**src/rtl/arm_pkg.sv**
```systemverilog
// Shared types and constants for the MEM-stage SRAM responder.
package arm_pkg;

  // Access sequencer states: idle, low half, high half, settle wait, one-cycle done
  typedef enum logic [2:0] {
    IDLE = 3'd0,
    LO   = 3'd1,
    HI   = 3'd2,
    WAIT = 3'd3,
    DONE = 3'd4
  } sram_state_t;

  localparam int          SRAM_ADDR_W    = 18;
  localparam int          SRAM_DATA_W    = 16;
  localparam logic [31:0] SRAM_BASE_ADDR = 32'd1024;

endpackage

```
**src/rtl/sram_controller.sv**
```systemverilog
// MEM-stage responder: serves a 32-bit load/store as two 16-bit SRAM
// accesses (low half, then high half) followed by a fixed settle wait.
// ready stays low for the whole access so the pipeline freezes.
module sram_controller
  import arm_pkg::*;
#(
  parameter int          WAIT_CYCLES = 3,
  parameter logic [31:0] BASE_ADDR   = SRAM_BASE_ADDR
) (
  input  logic                   clk,
  input  logic                   rst,
  input  logic                   rd_en,
  input  logic                   wr_en,
  input  logic [31:0]            address,
  input  logic [31:0]            write_data,
  output logic [31:0]            read_data,
  output logic                   ready,
  output logic [SRAM_ADDR_W-1:0] sram_addr,
  output logic [SRAM_DATA_W-1:0] sram_dq_out,
  output logic                   sram_dq_oe,
  input  logic [SRAM_DATA_W-1:0] sram_dq_in,
  output logic                   sram_we_n
);

  // Counter only has to hold 0..WAIT_CYCLES-1
  localparam int CNT_W = (WAIT_CYCLES < 2) ? 1 : $clog2(WAIT_CYCLES);

  sram_state_t         state_q, state_d;
  logic [16:0]         word_q, word_d;
  logic [31:0]         wdata_q, wdata_d;
  logic                is_write_q, is_write_d;
  logic [CNT_W-1:0]    cnt_q, cnt_d;
  logic [31:0]         read_data_q, read_data_d;
  logic [16:0]         req_word;

  // 32-bit word index relative to the SRAM window; byte offset and
  // bits above the 18-bit half-word space are dropped.
  assign req_word  = 17'((address - BASE_ADDR) >> 2);
  assign read_data = read_data_q;

  // Next-state and SRAM pin decode; pins are idle unless in LO/HI
  always_comb begin
    state_d     = state_q;
    word_d      = word_q;
    wdata_d     = wdata_q;
    is_write_d  = is_write_q;
    cnt_d       = cnt_q;
    read_data_d = read_data_q;
    ready       = 1'b0;
    sram_addr   = '0;
    sram_dq_out = '0;
    sram_dq_oe  = 1'b0;
    sram_we_n   = 1'b1;

    case (state_q)
      IDLE: begin
        ready = ~(rd_en | wr_en);
        if (rd_en | wr_en) begin
          word_d     = req_word;
          wdata_d    = write_data;
          is_write_d = wr_en;   // write wins when both are raised
          state_d    = LO;
        end
      end
      LO: begin
        sram_addr = {word_q, 1'b0};
        if (is_write_q) begin
          sram_dq_out = wdata_q[15:0];
          sram_dq_oe  = 1'b1;
          sram_we_n   = 1'b0;
        end else begin
          read_data_d[15:0] = sram_dq_in;
        end
        state_d = HI;
      end
      HI: begin
        sram_addr = {word_q, 1'b1};
        if (is_write_q) begin
          sram_dq_out = wdata_q[31:16];
          sram_dq_oe  = 1'b1;
          sram_we_n   = 1'b0;
        end else begin
          read_data_d[31:16] = sram_dq_in;
        end
        cnt_d   = '0;
        state_d = WAIT;
      end
      WAIT: begin
        if (cnt_q == CNT_W'(WAIT_CYCLES - 1)) begin
          state_d = DONE;
        end else begin
          cnt_d = cnt_q + 1'b1;
        end
      end
      DONE: begin
        ready   = 1'b1;
        state_d = IDLE;
      end
      default: state_d = IDLE;
    endcase
  end

  // State and datapath registers; reset abandons any access in flight
  always_ff @(posedge clk) begin
    if (rst) begin
      state_q     <= IDLE;
      word_q      <= '0;
      wdata_q     <= '0;
      is_write_q  <= 1'b0;
      cnt_q       <= '0;
      read_data_q <= '0;
    end else begin
      state_q     <= state_d;
      word_q      <= word_d;
      wdata_q     <= wdata_d;
      is_write_q  <= is_write_d;
      cnt_q       <= cnt_d;
      read_data_q <= read_data_d;
    end
  end

endmodule

```
**config.mk**
```make
export PLATFORM = sky130hd
export DESIGN_NAME = sram_controller
export DESIGN_NICKNAME = d
export VERILOG_FILES = /design/src/rtl/arm_pkg.sv /design/src/rtl/sram_controller.sv
export SDC_FILE = /design/constraint.sdc
export NUM_CORES = 1
export LEC_CHECK = 0
export ABC_AREA = 1
export CORE_MARGIN = 1
export CORE_UTILIZATION = 35
export CTS_CLUSTER_DIAMETER = 200
export DETAILED_ROUTE_END_ITERATION = 8
export HOLD_SLACK_MARGIN = 0.06
export PLACE_DENSITY = 0.67
export SYNTH_ARGS = -nofsm -noshare
export SYNTH_HDL_FRONTEND = slang
export SYNTH_SLANG_ARGS = --single-unit
```
**constraint.sdc**
```tcl
create_clock -name clk -period 3.32 [get_ports clk]
set_clock_uncertainty 0.05 [all_clocks]
set_input_delay 0.498 -clock clk [delete_from_list [all_inputs] [get_ports clk]]
set_output_delay 0.498 -clock clk [all_outputs]
set_load 0.03 [all_outputs]
```
== Word-level counts from Yosys, hierarchy flattened ==
Cells that the tools add are included.

* Register bits: 87
* Input bits: 84
* Output and inout bits: 69
* Word-level logic and storage cells: 42

* $add $sub $neg: 2
* Equal/unequal tests: 8
* Multiplexer cells: 14
* Bitwise gates (word level): 3
* Reduce and logical (&&, ||, !) cells: 8

{| class="wikitable"
|+ Operator list
! operator !! number
|-
| $pmux W18 S2 || 1
|-
| $mux W16 || 2
|-
| $pmux W16 S2 || 1
|-
| $sub A19 B11 Y19 const B || 1
|-
| $pmux W3 S4 || 1
|-
| $reduce_and A2 Y1 || 5
|-
| $eq A3 B2 Y1 const B || 2
|-
| $mux W3 || 2
|-
| $ne A2 B2 Y1 const B || 3
|-
| $mux W1 || 4
|-
| $pmux W2 S2 || 1
|-
| $eq A3 B1 Y1 const B || 1
|-
| $eq A3 B3 Y1 const B || 1
|-
| $logic_not A3 Y1 || 1
|-
| $add A2 B1 Y2 const B || 1
|-
| $eq A2 B2 Y1 const B || 1
|-
| $mux W2 || 1
|-
| $not A1 Y1 || 2
|-
| $pmux W1 S2 || 1
|-
| $reduce_bool A2 Y1 || 1
|-
| $reduce_or A2 Y1 || 1
|-
| $or A1 B1 Y1 || 1
|}

== Logic depth before layout (Yosys ltp) ==
Gate-level depths: netlist (run 1).

* Word-level depth: 3
* Gate-level depth with buffers: 8
* Mapped depth without buffers: 8

== Worst setup path before layout (run 1) ==
OpenSTA, ideal clock, no wires.

* Path kind: reg-to-output
* Start point: register state_q[2]
* End point: output sram_dq_out[10]
* Arrival time: 1.530 ns
* Data required time: 2.772 ns
* Slack: 1.242 ns
* Stages on the path, launching flop included: 7
* Buffers on the path: 1
* Cell sequence: dfxtp_1 > nor2_4 > nand2_2 > inv_2 > buf_2 > nand2_1 > a21oi_1

* Longest elaborated chain between the ends: 2
* Elaborated cells on any way between the ends: 3
* Classes of those cells: eq/ne: 2; mux: 1

{| class="wikitable"
|+ RTL lines
! item !! line !! text
|-
| start, declared || sram_controller.sv:28 || <nowiki>sram_state_t state_q, state_d;</nowiki>
|-
| start signal, assigned || sram_controller.sv:113 || <nowiki>state_q <= state_d;</nowiki>
|-
| $eq A3 B2 Y1 or $eq A3 B1 Y1 (tied branches) || sram_controller.sv:55 || <nowiki>case (state_q)</nowiki>
|-
| $pmux W16 S2 * || sram_controller.sv:55 ||
|-
| end, declared || sram_controller.sv:19 || <nowiki>output logic [SRAM_DATA_W-1:0] sram_dq_out,</nowiki>
|}

Mark *: on every way between the ends. The rest lies on a longest branch, timed or not.

== Final worst setup path (run 1) ==
Same ends and word-level chain as after synthesis.

==> impl_metrics.prom, run 1 <==
# TYPE chip_impl_metric gauge
chip_impl_metric{name="synth.yosys.warnings",unit=""} 0
chip_impl_metric{name="dpl.hpwl",unit="mm"} 7.18
chip_impl_metric{name="cts_max_path_buffers",unit=""} 2
chip_impl_metric{name="postSynthNetCount",unit=""} 611
chip_impl_metric{name="drv_cap",unit=""} 0
chip_impl_metric{name="grt_antenna_before_repair",unit=""} 0
chip_impl_metric{name="track_usage",unit=""} 0.191
chip_impl_metric{name="boundaryPins",unit=""} 153
chip_impl_metric{name="dr_wl_met3",unit="um"} 458
chip_impl_metric{name="number_of_global_route_vias_before_repair",unit=""} 3546
chip_impl_metric{name="cts_made_buffers",unit=""} 9
chip_impl_info{name="path_delay_family",value="buffers and inverters"} 1
chip_impl_metric{name="post_route_cells_drive_above_1_share",unit=""} 0.0537
chip_impl_metric{name="row_count",unit=""} 37
chip_impl_metric{name="final_min_period_over_clock_period",unit=""} 0.916
chip_impl_metric{name="sequential_fraction_of_the_synthesis_area",unit=""} 0.468
chip_impl_metric{name="final-hold-violation-count",unit=""} 0
chip_impl_metric{name="power",unit="uW"} 2910
chip_impl_metric{name="clock_tree.htree_level_count",unit=""} 3
chip_impl_metric{name="crit_required",unit="ns"} 2.77
chip_impl_metric{name="post_drt_wl_per_cell",unit="um"} 13.3
chip_impl_info{name="worstPathCellList",value="nor2_4, nand2_2, inv_2, nand2_1, a21oi_1, clkdlybuf4s50_1"} 1
chip_impl_metric{name="post_synth_instance_area",unit="mm2"} 0.00372
chip_impl_metric{name="number_of_cells_upsized_or_downsized_after_cts",unit=""} 0
chip_impl_metric{name="grt_first_pass_wirelength",unit="mm"} 16.8
chip_impl_metric{name="slew_viol_final",unit=""} 0
chip_impl_metric{name="route.detailed.vias_per_inst",unit=""} 4.70
chip_impl_info{name="status",value="completed"} 1
chip_impl_metric{name="worst_skew_pair.late_latency",unit="ns"} 0.34
chip_impl_metric{name="power.density_cell_area",unit="mW/mm2"} 550
chip_impl_info{name="cp-end-kind",value="output port"} 1
chip_impl_metric{name="synth_cells",unit=""} 525
chip_impl_metric{name="grt_max_degree",unit=""} 66
chip_impl_metric{name="globalRoute.totalOverflow",unit=""} 0
chip_impl_metric{name="yosys_register_bits",unit=""} 87
chip_impl_metric{name="detail_route.drc_violations",unit=""} 0
chip_impl_metric{name="fp.dieW",unit="um"} 105
chip_impl_metric{name="cp_slowest_stage_delay",unit="ns"} 0.70
chip_impl_metric{name="achievable-frequency",unit="MHz"} 329
chip_impl_metric{name="firstDrtPassIters",unit=""} 6
chip_impl_metric{name="syn_to_final_growth",unit="%"} 42.3
chip_impl_metric{name="timing.setup.tns",unit="ns"} 0
chip_impl_metric{name="placement.cell_area",unit="mm2"} 0.00512
chip_impl_metric{name="num-nets-final",unit=""} 733
chip_impl_metric{name="synth_cell_types",unit=""} 27
chip_impl_info{name="top_layer_reached_by_signal_wires",value="met4"} 1
chip_impl_metric{name="first_iter_violations",unit=""} 219
chip_impl_info{name="worstHoldPathType",value="flop to flop"} 1
chip_impl_metric{name="vdd.ir_drop.worst",unit="uV"} 255
chip_impl_metric{name="nFillCells",unit=""} 1020
chip_impl_metric{name="synth_area_per_cell",unit="um2"} 7.09
chip_impl_metric{name="clk_pin_slew_worst_paths",unit="ns"} 0.09
chip_impl_metric{name="drt-total-wl",unit="mm"} 10.5
chip_impl_metric{name="max_slew.worst_pin.slew",unit="ns"} 0.628
chip_impl_metric{name="worst_slew_slack_as_a_fraction_of_its_limit",unit=""} 0.581
chip_impl_info{name="worstSetupPathType",value="flop to output port"} 1
chip_impl_metric{name="coreArea",unit="mm2"} 0.0103
chip_impl_metric{name="finalWeightedCongestion",unit=""} 0.809
chip_impl_metric{name="wl_met1",unit="mm"} 4.75
chip_impl_metric{name="cts_setup_buffers",unit=""} 0
chip_impl_metric{name="shortest_period_the_worst_path_allows",unit="ns"} 3.04
chip_impl_metric{name="numPortBuffers",unit=""} 137
chip_impl_metric{name="die_y",unit="um"} 105
chip_impl_info{name="crit_path_start_kind",value="flop"} 1
chip_impl_metric{name="crit_arrival",unit="ns"} 2.49
chip_impl_metric{name="crit_path_max_fanout",unit=""} 34
chip_impl_metric{name="initial_utilization",unit=""} 0.361
chip_impl_metric{name="detailroute.wirelength.met2",unit="mm"} 5.15
chip_impl_metric{name="worst-path-buf-inv",unit=""} 2
chip_impl_info{name="grt_setup_unrepaired",value="false"} 1
chip_impl_metric{name="power.leakage",unit="uW"} 0.00209
chip_impl_metric{name="clock_sink_count",unit=""} 87
chip_impl_metric{name="n_antenna_cell",unit=""} 0
chip_impl_metric{name="setup_viol_count_final",unit=""} 0
chip_impl_metric{name="floorplan.die_area",unit="mm2"} 0.0111
chip_impl_metric{name="final_design_area_no_fill",unit="mm2"} 0.00530
chip_impl_metric{name="routed-via-count",unit=""} 3700
chip_impl_info{name="critical_path.slowest_cell",value="clkdlybuf4s50_1"} 1
chip_impl_info{name="clockRootBuffer",value="clkbuf_8"} 1
chip_impl_metric{name="drt.antenna.violating_nets",unit=""} 0
chip_impl_metric{name="count_of_hold_fix_buffers_inserted_at_cts",unit=""} 0
chip_impl_info{name="clock_tree_from_tritoncts",value="built"} 1
## cell families (layout without fill, tap and decap cells)
kind of cell	Yosys count	count (layout)	synth area share
flip-flops	87	87	0.468
AO/OA/AOI/OAI	113	113	0.154
adder cells (fa/ha/maj)	2	2	0.00672
XOR/XNOR	2	2	0.00471
AND/OR/NAND/NOR	249	249	0.274
buffers and inverters	72	199	0.0928
## worst paths after layout
check | start | to | slack [ns] | cells after the start
max | state_q[2]$_SDFFE_PP0P_ | sram_dq_out[10] | 0.28 | 6
min | read_data[17]$_SDFFE_PP0P_ | read_data[17]$_SDFFE_PP0P_ | 0.41 | 2
max reg2reg | state_q[2]$_SDFFE_PP0P_ | read_data[23]$_SDFFE_PP0P_ | 1.45 | 6
min reg2reg | read_data[17]$_SDFFE_PP0P_ | read_data[17]$_SDFFE_PP0P_ | 0.41 | 2
## final cells by class
type,count,area (um2),area share
Multi-Input combinational cell,366,1640,0.310
Clock buffer,9,124,0.0234
Tap cell,136,170,0.0321
Clock inverter,7,47.5,0.00898
Sequential cell,87,1740,0.329
Inverter,42,158,0.0298
Timing Repair Buffer,141,1410,0.267
## where the power goes
group          internal [uW]  switching [uW]
logic                    367             600
registers               1210            87.0
clock network            272             380
total                   1850            1070
## sequential cells by signal (all words and copies together) (netlist names)
| signal | flops |
|---|---|
| cnt_q | 2 |
| is_write_q | 1 |
| read_data | 32 |
| state_q | 3 |
| wdata_q | 32 |
| word_q | 17 |
## worst reg2reg max path, delay by kind of cell, from the launching register on
| family | cells | cell delay [ns] |
|---|---|---|
| flops | 1 | 0.38 |
| compound gates | 1 | 0.07 |
| simple gates | 4 | 0.82 |
| buf+inv | 1 | 0.46 |
## cell usage after synthesis
master | n | area, um2
a21oi_1 | 41 | 205
a21oi_2 | 1 | 8.76
buf_1 | 1 | 3.75
buf_2 | 8 | 40.0
buf_4 | 4 | 30.0
buf_6 | 5 | 56.3
buf_8 | 1 | 15.0
clkbuf_1 | 10 | 37.5
clkbuf_2 | 1 | 5.00
dfxtp_1 | 87 | 1740
ha_1 | 2 | 25.0
inv_1 | 36 | 135
inv_2 | 6 | 22.5
nand2_1 | 68 | 255
nand2_2 | 3 | 18.8
nand2_4 | 1 | 11.3
nand3_1 | 27 | 135
nand3b_1 | 1 | 7.51
nor2_1 | 145 | 544
nor2_2 | 1 | 6.26
nor2_4 | 2 | 22.5
nor2_8 | 1 | 20.0
o21a_1 | 1 | 7.51
o21ai_0 | 34 | 170
o21ai_1 | 36 | 180
xnor2_1 | 1 | 8.76
xor2_1 | 1 | 8.76
## cells in the final DEF (no fill, tap or decap), types with 2 or more instances in the layout
| cell | count |
|---|---|
| nand2_1 | 68 |
| clkbuf_8 | 9 |
| nor2_1 | 145 |
| clkinv_2 | 3 |
| clkinvlp_4 | 2 |
| nand3_1 | 27 |
| inv_1 | 35 |
| clkdlybuf4s50_1 | 137 |
| nor2_4 | 3 |
| inv_2 | 6 |
| a21oi_1 | 41 |
| ha_1 | 2 |
| nand2_2 | 3 |
| dfxtp_1 | 87 |
| o21ai_1 | 36 |
| buf_4 | 3 |
| o21ai_0 | 34 |
## stage by stage
step	hold WS, ns	worst slack, ns	instances	util
6_report	0.415	0.280	788	0.513
5_1_grt	0.424	0.0949	788	0.513
4_1_cts	0.421	0.240	788	0.513
3_5_place_dp	0.407	0.642	772	0.496
3_3_place_gp	0.400	0.683	772	0.496
2_1_floorplan	0.409	1.24	525	-
## metal layers
metal  up-vias  global-route usage
li1       1904                   -
met1      1688               0.234
met2        99               0.332
met3         9              0.0393
met4         0              0.0644
met5         -                   0
(Power assumes the default switching activity.)
==> run 2, diff against run 1 <==
GPL_TIMING_DRIVEN = 1   (was not set)
PLACE_DENSITY = 0.71   (was 0.67)
==> run 2 against run 1 <==
  * Global-route usage decreased by 0.14 points
  * Final cell count decreased by 0.13%
  * Core utilization decreased by 0.073 points
  * Sequential power about the same
  * Clock power is 2% lower
  * Non-clock buffer count stayed put
  * Critical path depth did not move
  * Highest routed layer unchanged
  * First-iteration DRC count is 17% lower
  * Die area is the same
  * Worst setup slack improved by 0.010 ns
  * Hold slack about the same
  * Largest cell class unchanged
  * Critical endpoint is now sram_dq_out[9]
==> impl_metrics.prom, run 2 (synthesis results as in run 1) <==
# TYPE chip_impl_metric gauge
chip_impl_metric{name="number_of_cells_upsized_or_downsized_after_cts",unit=""} 0
chip_impl_metric{name="timing.setup.tns",unit="ns"} 0
chip_impl_metric{name="finalWeightedCongestion",unit=""} 0.885
chip_impl_metric{name="final-hold-violation-count",unit=""} 0
chip_impl_metric{name="worst_skew_pair.late_latency",unit="ns"} 0.33
chip_impl_info{name="clock_tree_from_tritoncts",value="built"} 1
chip_impl_metric{name="syn_to_final_growth",unit="%"} 42.1
chip_impl_metric{name="vdd.ir_drop.worst",unit="uV"} 264
chip_impl_metric{name="route.detailed.vias_per_inst",unit=""} 4.78
chip_impl_metric{name="clk_pin_slew_worst_paths",unit="ns"} 0.08
chip_impl_metric{name="clock_tree.htree_level_count",unit=""} 3
chip_impl_metric{name="final_min_period_over_clock_period",unit=""} 0.913
chip_impl_metric{name="dpl.hpwl",unit="mm"} 7.14
chip_impl_info{name="layout.cells.most_common",value="nor2_1"} 1
chip_impl_metric{name="number_of_global_route_vias_before_repair",unit=""} 3675
chip_impl_metric{name="count_of_hold_fix_buffers_inserted_at_cts",unit=""} 0
chip_impl_info{name="worstSetupPathType",value="flop to output port"} 1
chip_impl_metric{name="row_count",unit=""} 37
chip_impl_info{name="worstPathCellList",value="nor2_4, nand2_2, inv_2, nand2_1, a21oi_1, clkdlybuf4s50_1"} 1
chip_impl_metric{name="power.density_cell_area",unit="mW/mm2"} 549
chip_impl_metric{name="numPortBuffers",unit=""} 137
chip_impl_metric{name="final_design_area_no_fill",unit="mm2"} 0.00529
chip_impl_info{name="clockRootBuffer",value="clkbuf_8"} 1
chip_impl_metric{name="crit_required",unit="ns"} 2.77
chip_impl_info{name="most-common-layout-cells",value="nor2_1, clkdlybuf4s50_1, dfxtp_1"} 1
chip_impl_metric{name="slew_viol_final",unit=""} 0
chip_impl_metric{name="placement.cell_area",unit="mm2"} 0.00512
chip_impl_info{name="grt_setup_unrepaired",value="false"} 1
chip_impl_info{name="worstHoldPathType",value="flop to flop"} 1
chip_impl_info{name="crit_path_start_kind",value="flop"} 1
chip_impl_metric{name="worst_slew_slack_as_a_fraction_of_its_limit",unit=""} 0.573
chip_impl_metric{name="n_antenna_cell",unit=""} 0
chip_impl_metric{name="routed-via-count",unit=""} 3765
chip_impl_info{name="status",value="completed"} 1
chip_impl_metric{name="cts_setup_buffers",unit=""} 0
chip_impl_metric{name="first_iter_violations",unit=""} 181
chip_impl_metric{name="initial_utilization",unit=""} 0.361
chip_impl_metric{name="clock_sink_count",unit=""} 87
chip_impl_metric{name="crit_path_max_fanout",unit=""} 34
chip_impl_metric{name="floorplan.die_area",unit="mm2"} 0.0111
chip_impl_metric{name="grt_antenna_before_repair",unit=""} 0
chip_impl_metric{name="drt.antenna.violating_nets",unit=""} 0
chip_impl_metric{name="nFillCells",unit=""} 1007
chip_impl_metric{name="setup_viol_count_final",unit=""} 0
chip_impl_metric{name="detail_route.drc_violations",unit=""} 0
chip_impl_info{name="critical_path.slowest_cell",value="clkdlybuf4s50_1"} 1
chip_impl_metric{name="grt_first_pass_wirelength",unit="mm"} 17.0
chip_impl_metric{name="achievable-frequency",unit="MHz"} 330
chip_impl_metric{name="die_y",unit="um"} 105
chip_impl_metric{name="multi_input_comb_area",unit="mm2"} 0.00164
chip_impl_metric{name="num-nets-final",unit=""} 733
chip_impl_metric{name="crit_arrival",unit="ns"} 2.48
chip_impl_metric{name="firstDrtPassIters",unit=""} 5
chip_impl_metric{name="shortest_period_the_worst_path_allows",unit="ns"} 3.03
chip_impl_metric{name="drv_cap",unit=""} 0
chip_impl_metric{name="post_drt_wl_per_cell",unit="um"} 13.1
chip_impl_metric{name="grt_max_degree",unit=""} 66
chip_impl_metric{name="cp_slowest_stage_delay",unit="ns"} 0.72
chip_impl_metric{name="track_usage",unit=""} 0.190
chip_impl_metric{name="max_slew.worst_pin.slew",unit="ns"} 0.639
chip_impl_metric{name="worst-path-buf-inv",unit=""} 2
chip_impl_metric{name="coreArea",unit="mm2"} 0.0103
chip_impl_metric{name="cts_made_buffers",unit=""} 9
chip_impl_metric{name="cts_max_path_buffers",unit=""} 2
chip_impl_metric{name="ff_latch_area",unit="mm2"} 0.00174
chip_impl_metric{name="hold_slack",unit="ns"} 0.415
chip_impl_metric{name="power.leakage",unit="uW"} 0.00210
chip_impl_info{name="path_delay_family",value="buffers and inverters"} 1
chip_impl_metric{name="boundaryPins",unit=""} 153
chip_impl_metric{name="fp.dieW",unit="um"} 105
chip_impl_metric{name="globalRoute.totalOverflow",unit=""} 0
chip_impl_info{name="cp-end-kind",value="output port"} 1
chip_impl_metric{name="worst-r2r-setup-slack",unit="ns"} 1.43
chip_impl_metric{name="post_route_cells_drive_above_1_share",unit=""} 0.0507
chip_impl_metric{name="drt-total-wl",unit="mm"} 10.3
[run 2: report_power, final]
part,internal [uW],switching (uW)
Combinational,367,599
Clock,285,355
Sequential,1210,87.6
Total,1860,1040
[run 2: area by class of cell]
| class | instances | area share |
|---|---|---|
| clock inverters | 4 | 0.00426 |
| multi-input cells | 366 | 0.310 |
| clock buffers | 11 | 0.0267 |
| well taps | 136 | 0.0322 |
| repair buffers | 141 | 0.267 |
| inverters | 42 | 0.0298 |
| flip-flops and latches | 87 | 0.329 |
[run 2: tightest hold or removal path, delay by kind of cell (launching register included)]
family / cells / cell delay (ns)
and+or+nand+nor: 1 / 0.06
DFF: 1 / 0.32
AOI/OAI and AO/OA: 1 / 0.05
[run 2: worst paths after layout]
kind | from | endpoint | cells past startpoint
worst min register to register | read_data[27]$_SDFFE_PP0P_ | read_data[27]$_SDFFE_PP0P_ | 2
worst min-delay path | read_data[27]$_SDFFE_PP0P_ | read_data[27]$_SDFFE_PP0P_ | 2
worst max register to register | state_q[2]$_SDFFE_PP0P_ | read_data[22]$_SDFFE_PP0P_ | 6
worst max-delay path | state_q[2]$_SDFFE_PP0P_ | sram_dq_out[9] | 6
[run 2: through the flow]
stage	setup slack (ns)	instances	util	power, uW
global route	0.127	787	0.512	3080
finish	0.290	787	0.512	2900
floorplan	1.24	525	-	1940
CTS	0.268	787	0.512	2930
detailed placement	0.653	772	0.496	2290
global placement	0.677	772	0.496	2270
[run 2: metal layers]
layer	wire, um	track usage
met1	4680	0.238
met2	4960	0.325
met3	465	0.0312
met4	211	0.0714
met5	0	0
